[src/rtl/prefetcher_pkg.sv]
// prefetcher_pkg: shared types and constants for the prefetch request generator.
package prefetcher_pkg;
    typedef enum logic [2:0] {IDLE, TRAIN, CONFIRM, LOCKED, DRAIN} state_t;
    typedef enum logic [1:0] {
        OP_INVALIDATE = 2'd0,
        OP_READ       = 2'd1,
        OP_WRITE_REQ  = 2'd2,
        OP_WRITE_RESP = 2'd3
    } q_op_t;
    localparam int PAGE_SHIFT = 12;
endpackage

[src/rtl/stride_tracker.sv]
// stride_tracker: demand delta, legal-stride check and match/mismatch against the trained stride.
module stride_tracker #(
    parameter int BA_ADDR_SIZE         = 64,
    parameter int LOG_BLOCK_DATA_BYTES = 6,
    parameter int MAX_STRIDE_BLOCKS    = 16
) (
    input  logic                    req_valid,
    input  logic [BA_ADDR_SIZE-1:0] req_addr,
    input  logic [BA_ADDR_SIZE-1:0] last_addr,
    input  logic [BA_ADDR_SIZE-1:0] stride,
    output logic                    legal,
    output logic                    match,
    output logic                    mismatch,
    output logic [BA_ADDR_SIZE-1:0] new_stride
);
    localparam logic [BA_ADDR_SIZE-1:0] LIMIT =
        BA_ADDR_SIZE'(MAX_STRIDE_BLOCKS) << LOG_BLOCK_DATA_BYTES;
    logic [BA_ADDR_SIZE-1:0] delta, mag;
    always_comb begin
        delta = req_addr - last_addr;
        mag   = delta[BA_ADDR_SIZE-1] ? -delta : delta;
    end
    assign legal      = (delta != '0) && (mag <= LIMIT);
    assign match      = req_valid && (delta == stride);
    assign mismatch   = req_valid && (delta != stride);
    assign new_stride = delta;
endmodule

[src/rtl/prefetch_req_gen.sv]
// prefetch_req_gen: trains on a constant demand stride and issues AXI AR prefetches plus queue opcodes.
// Optional 4 KB page guard on issue: PREFETCH_PAGE_GUARD_EN.
module prefetch_req_gen import prefetcher_pkg::*; #(
    parameter int BA_ADDR_SIZE         = 64,
    parameter int LOG_BLOCK_DATA_BYTES = 6,
    parameter int PF_DEPTH             = 4,
    parameter int MAX_STRIDE_BLOCKS    = 16,
    parameter int ID_WIDTH             = 4,
    parameter int PF_AXI_ID            = 0
) (
    input  logic                    clk,
    input  logic                    resetN,
    input  logic                    prefetchEn,
    input  logic                    reqValid,
    input  logic [BA_ADDR_SIZE-1:0] reqAddr,
    input  logic                    almostFull,
    output logic                    arValid,
    input  logic                    arReady,
    output logic [BA_ADDR_SIZE-1:0] arAddr,
    output logic [ID_WIDTH-1:0]     arId,
    output logic                    qOpValid,
    output logic [1:0]              qOpcode,
    output logic [BA_ADDR_SIZE-1:0] qAddr,
    output logic                    flushReq,
    output logic                    strideLocked
);
    state_t state_q, state_d;
    logic [BA_ADDR_SIZE-1:0] last_q, last_d, stride_q, stride_d, next_q, next_d;
    logic [BA_ADDR_SIZE-1:0] araddr_q, araddr_d, dstride_q, dstride_d, new_stride;
    logic [3:0] ahead_q, ahead_d;
    logic arvalid_q, arvalid_d, flush_q, flush_d, locked_q, locked_d, dlegal_q, dlegal_d;
    logic legal, match, mismatch, hs, guard_ok, can_issue;

    stride_tracker #(
        .BA_ADDR_SIZE(BA_ADDR_SIZE),
        .LOG_BLOCK_DATA_BYTES(LOG_BLOCK_DATA_BYTES),
        .MAX_STRIDE_BLOCKS(MAX_STRIDE_BLOCKS)
    ) u_tracker (
        .req_valid(reqValid),
        .req_addr(reqAddr),
        .last_addr(last_q),
        .stride(stride_q),
        .legal(legal),
        .match(match),
        .mismatch(mismatch),
        .new_stride(new_stride)
    );

`ifdef PREFETCH_PAGE_GUARD_EN
    assign guard_ok = next_q[BA_ADDR_SIZE-1:PAGE_SHIFT] == last_q[BA_ADDR_SIZE-1:PAGE_SHIFT];
`else
    assign guard_ok = 1'b1;
`endif

    assign hs        = arvalid_q && arReady;
    assign can_issue = !arvalid_q && prefetchEn && !almostFull &&
                       (ahead_q < 4'(PF_DEPTH)) && guard_ok;

    always_comb begin
        state_d   = state_q;
        last_d    = reqValid ? reqAddr : last_q;
        stride_d  = stride_q;
        next_d    = next_q;
        ahead_d   = ahead_q;
        arvalid_d = arvalid_q && !arReady;
        araddr_d  = araddr_q;
        dstride_d = dstride_q;
        dlegal_d  = dlegal_q;
        flush_d   = 1'b0;
        case (state_q)
            IDLE: if (reqValid) state_d = TRAIN;
            TRAIN: if (reqValid && legal) begin
                stride_d = new_stride;
                state_d  = CONFIRM;
            end
            CONFIRM: if (match) begin
                state_d = LOCKED;
                next_d  = reqAddr + stride_q;
                ahead_d = '0;
            end else if (mismatch) begin
                stride_d = new_stride;
                state_d  = legal ? CONFIRM : TRAIN;
            end
            LOCKED: if (mismatch && arvalid_q && !arReady) begin
                state_d   = DRAIN;
                dstride_d = new_stride;
                dlegal_d  = legal;
            end else if (mismatch) begin
                flush_d  = 1'b1;
                stride_d = new_stride;
                state_d  = legal ? CONFIRM : TRAIN;
            end else begin
                if (hs) next_d = next_q + stride_q;
                if (hs && !match) ahead_d = ahead_q + 4'd1;
                else if (match && !hs && ahead_q != '0) ahead_d = ahead_q - 4'd1;
                // demand caught up with the prefetch stream: restart one stride ahead of it
                else if (match && !hs && !arvalid_q) next_d = reqAddr + stride_q;
                if (can_issue) begin
                    arvalid_d = 1'b1;
                    araddr_d  = next_d;
                end
            end
            DRAIN: if (hs) begin
                flush_d  = 1'b1;
                stride_d = dstride_q;
                state_d  = dlegal_q ? CONFIRM : TRAIN;
            end
            default: state_d = IDLE;
        endcase
        locked_d = state_d == LOCKED;
    end

    always_ff @(posedge clk or negedge resetN) begin
        if (!resetN) begin
            state_q   <= IDLE;
            last_q    <= '0;
            stride_q  <= '0;
            next_q    <= '0;
            ahead_q   <= '0;
            arvalid_q <= 1'b0;
            araddr_q  <= '0;
            dstride_q <= '0;
            dlegal_q  <= 1'b0;
            flush_q   <= 1'b0;
            locked_q  <= 1'b0;
        end else begin
            state_q   <= state_d;
            last_q    <= last_d;
            stride_q  <= stride_d;
            next_q    <= next_d;
            ahead_q   <= ahead_d;
            arvalid_q <= arvalid_d;
            araddr_q  <= araddr_d;
            dstride_q <= dstride_d;
            dlegal_q  <= dlegal_d;
            flush_q   <= flush_d;
            locked_q  <= locked_d;
        end
    end

    assign arValid      = arvalid_q;
    assign arAddr       = araddr_q;
    assign arId         = ID_WIDTH'(PF_AXI_ID);
    assign qOpValid     = hs;
    assign qOpcode      = hs ? OP_WRITE_REQ : OP_INVALIDATE;
    assign qAddr        = hs ? araddr_q : '0;
    assign flushReq     = flush_q;
    assign strideLocked = locked_q;
endmodule

[config.mk]
export PLATFORM = sky130hd
export DESIGN_NAME = prefetch_req_gen
export DESIGN_NICKNAME = d
export VERILOG_FILES = /design/src/rtl/prefetcher_pkg.sv /design/src/rtl/stride_tracker.sv /design/src/rtl/prefetch_req_gen.sv
export SDC_FILE = /design/constraint.sdc
export NUM_CORES = 1
export LEC_CHECK = 0
export CAP_MARGIN = 10
export CORE_ASPECT_RATIO = 1.4
export CORE_MARGIN = 2
export CORE_UTILIZATION = 55
export DETAILED_ROUTE_END_ITERATION = 7
export PLACE_DENSITY = 0.75
export SYNTH_ARGS = -nofsm -noshare
export SYNTH_HDL_FRONTEND = slang
export SYNTH_HIERARCHICAL = 1
export SYNTH_SLANG_ARGS = --single-unit
[constraint.sdc]
create_clock -name clk -period 18.2 [get_ports clk]
set_clock_uncertainty 0.05 [all_clocks]
set_input_delay 1.82 -clock clk [delete_from_list [all_inputs] [get_ports clk]]
set_output_delay 1.82 -clock clk [all_outputs]
set_load 0.005 [all_outputs]
==> impl_metrics.tcl <==
set metrics [dict create \
    status "completed" \
    seq_area_um2 8280 \
    synth_top_family_by_area "compound AO/OA/AOI/OAI gates" \
    synth.avg_cell_area_um2 8.00 \
    min-delay-start "arAddr[24]" \
    initial_core_util 0.556 \
    synth.distinct_cells 104 \
    wirelength_um 109000 \
    final_nets 4091 \
    max_freq_ghz 0.0933 \
    finalHoldViolCount 0 \
    min_path_type "reg -> reg" \
    fillers 4904 \
    cp_slowest_stage_delay_ns 0.71 \
    drc 0 \
    final_common_cell "nand2_1" \
    critPathCaptureType "flop" \
    cts_buffer_depth 3 \
    power_density_nw_per_um2 114 \
    critPathRequiredTime_ns 18.60 \
    syn_inst 3769 \
    grt_first_pass_wirelength_um 165000 \
    synth_ff_type "dfrtp_1" \
    synthAdderAreaFrac 0.0819 \
    first_iter_violations 2800 \
    setup_ws_ns 7.48 \
    synth-simple-area-share 0.195 \
    fin_tns_setup_ns 0 \
    clock_latency_ns 0.58 \
    coreArea_um2 54200 \
    synth_top_area_frac 0.275 \
    cp.arrival_ns 11.11 \
    die-area_um2 56700 \
    portBuffers 202 \
    multi_input_area_um2 20400 \
    hold_ws_ns 0.445 \
    r2r-end "arAddr[39]" \
    ctsHtreeMaxLevel 2 \
    setup_violations 0 \
    slew_headroom 0.250 \
    async_flop_share 1.00 \
    cts_made_buffers 36 \
    synthToLayoutAreaGrowth_pct 11.7 \
    synth.largest_area_cell "dfrtp_1" \
    ys_seq_elements 331 \
    final_area_um2 33700 \
    cts_resized 0 \
    wl_per_cell_um 23.7 \
    ys_warn_count 6 \
    antenna_found_initial 1 \
    drive_above_1_share 0.0761 \
    place_ws_ns 7.11 \
    cp-start-kind "input port" \
    finalMaxSlewViolations 0 \
    tritoncts "built" \
    synth_compound_area_frac 0.259 \
    cts_hold_buf 0 \
    overflow 0 \
    synthXorXnorAreaFrac 0.0633 \
    ios 208 \
    post_dp_cell_area_um2 32500 \
    fin_util 0.621 \
    whs_endpoint "arAddr[24]" \
    grt_usage 0.375 \
    grt_pass1_vias 28600 \
    rows 101 \
    post-cts-setup-buffers 0 \
    r2r_cells 30 \
    clkTransAtPathRegs_ns 0.06 \
    syn_area_um2 30100 \
    cts_sinks 331 \
    synth-edff-count 0 \
    tightest_slew_ns 1.12 \
    die_x_um 202 \
    via_count 30400 \
    rsz0062_at_grt "no" \
    p_leak_nw 14.6 \
    r2r_slack_ns 8.92 \
    fin_crit_ns 10.72 \
    grt_max_degree 129 \
    place_hpwl_um 85100 \
    vias_per_cell 6.64 \
    yosysSeqAreaShare 0.275 \
    period_share 0.589 \
    drt-pass1-iter-count 6 \
    critPathSlowestCell "nor3_1" \
    layout_common_cells "nand2_1, dfrtp_1, a21oi_1, o21ai_0, nor2_1" \
    ant_nets 0 \
    clockRootBuffer "clkbuf_16" \
    vdd_ir_drop_max_mv 0.0992 \
    synthMuxAreaShare 0.0753 \
    hold_depth 1 \
    synthTopCellsByArea "dfrtp_1, ha_1, nand2_1" \
    place_congestion 1.03 \
    worstSetupPathType "in -> reg" \
    r2r-start "last_q[0]" \
    die_y_um 281 \
    cp_max_fo 88 \
    cap_violations 0 \
]
[cell type report]
class | instances | area share
multi-input combinational | 3062 | 0.606
timing repair buffer | 242 | 0.0688
clock buffer | 43 | 0.0290
sequential | 331 | 0.246
tap | 721 | 0.0268
inverter | 153 | 0.0171
antenna | 1 | 0.0000743
clock inverter | 20 | 0.00584
[routing by layer]
layer,track usage,vias to the layer above,routed length [µm]
li1,-,14000,-
met1,0.479,14600,43500
met2,0.622,1427,50200
met3,0.0390,342,7890
met4,0.208,0,6980
met5,0,-,0
[cells in the mapped netlist, types with 66 or more instances]
cell / number
a21o_1: 102
a21oi_1: 325
and3_1: 84
clkbuf_1: 187
dfrtp_1: 331
ha_1: 191
inv_1: 151
mux2_2: 133
mux2i_1: 77
nand2_1: 440
nand3_1: 66
nand4_1: 99
nor2_1: 247
nor3_1: 83
o21ai_0: 302
xnor2_1: 132
xor2_1: 86
[flip-flops by register name (all words and copies together), names as in the netlist]
| name | flops |
|---|---|
| ahead_q | 4 |
| arValid | 1 |
| strideLocked | 1 |
| stride_q | 64 |
| state_q | 3 |
| dlegal_q | 1 |
| arAddr | 64 |
| last_q | 64 |
| flushReq | 1 |
| next_q | 64 |
| dstride_q | 64 |
[worst max path at each step]
| stage | from | endpoint | cells past startpoint |
|---|---|---|---|
| after floorplan | reqAddr[0] | arAddr[34] | 27 |
| after global placement | reqAddr[5] | arAddr[39] | 30 |
| after detailed placement | reqAddr[0] | arAddr[39] | 32 |
| after CTS | reqAddr[0] | arAddr[39] | 32 |
| after global routing | reqAddr[0] | arAddr[40] | 33 |
| final | reqAddr[0] | arAddr[39] | 32 |
[critical path: cells and delay by family]
| family | cells | cell delay, ns |
|---|---|---|
| and+or+nand+nor | 11 | 3.44 |
| AOI/OAI and AO/OA | 9 | 2.59 |
| buffers and inverters | 9 | 2.13 |
| adders and majority gates | 2 | 0.63 |
| xor gates and xnor gates | 1 | 0.45 |
[through the flow]
stage	std cells	total power, mW
after detailed placement	4509	3.02
after floorplan	3773	2.37
after CTS	4572	3.79
after global routing	4572	4.05
final	4573	3.85
after global placement	4508	3.02
[kinds of logic after synthesis]
family	count (synthesis)
buf+inv	380
other cells	1
compound gates	1214
mux	210
fa+ha+maj	195
flops	331
xor+xnor	218
simple gates	1220
[power breakdown]
group          switching [mW]  total [mW]  leakage, nW  internal [mW]
clock network           0.336       0.753        0.573          0.417
logic                    1.37        2.10         9.68          0.726
registers               0.176       0.994         4.38          0.818
total                    1.89        3.85         14.6           1.96
Note: power is estimated with default switching activity, not from simulation.
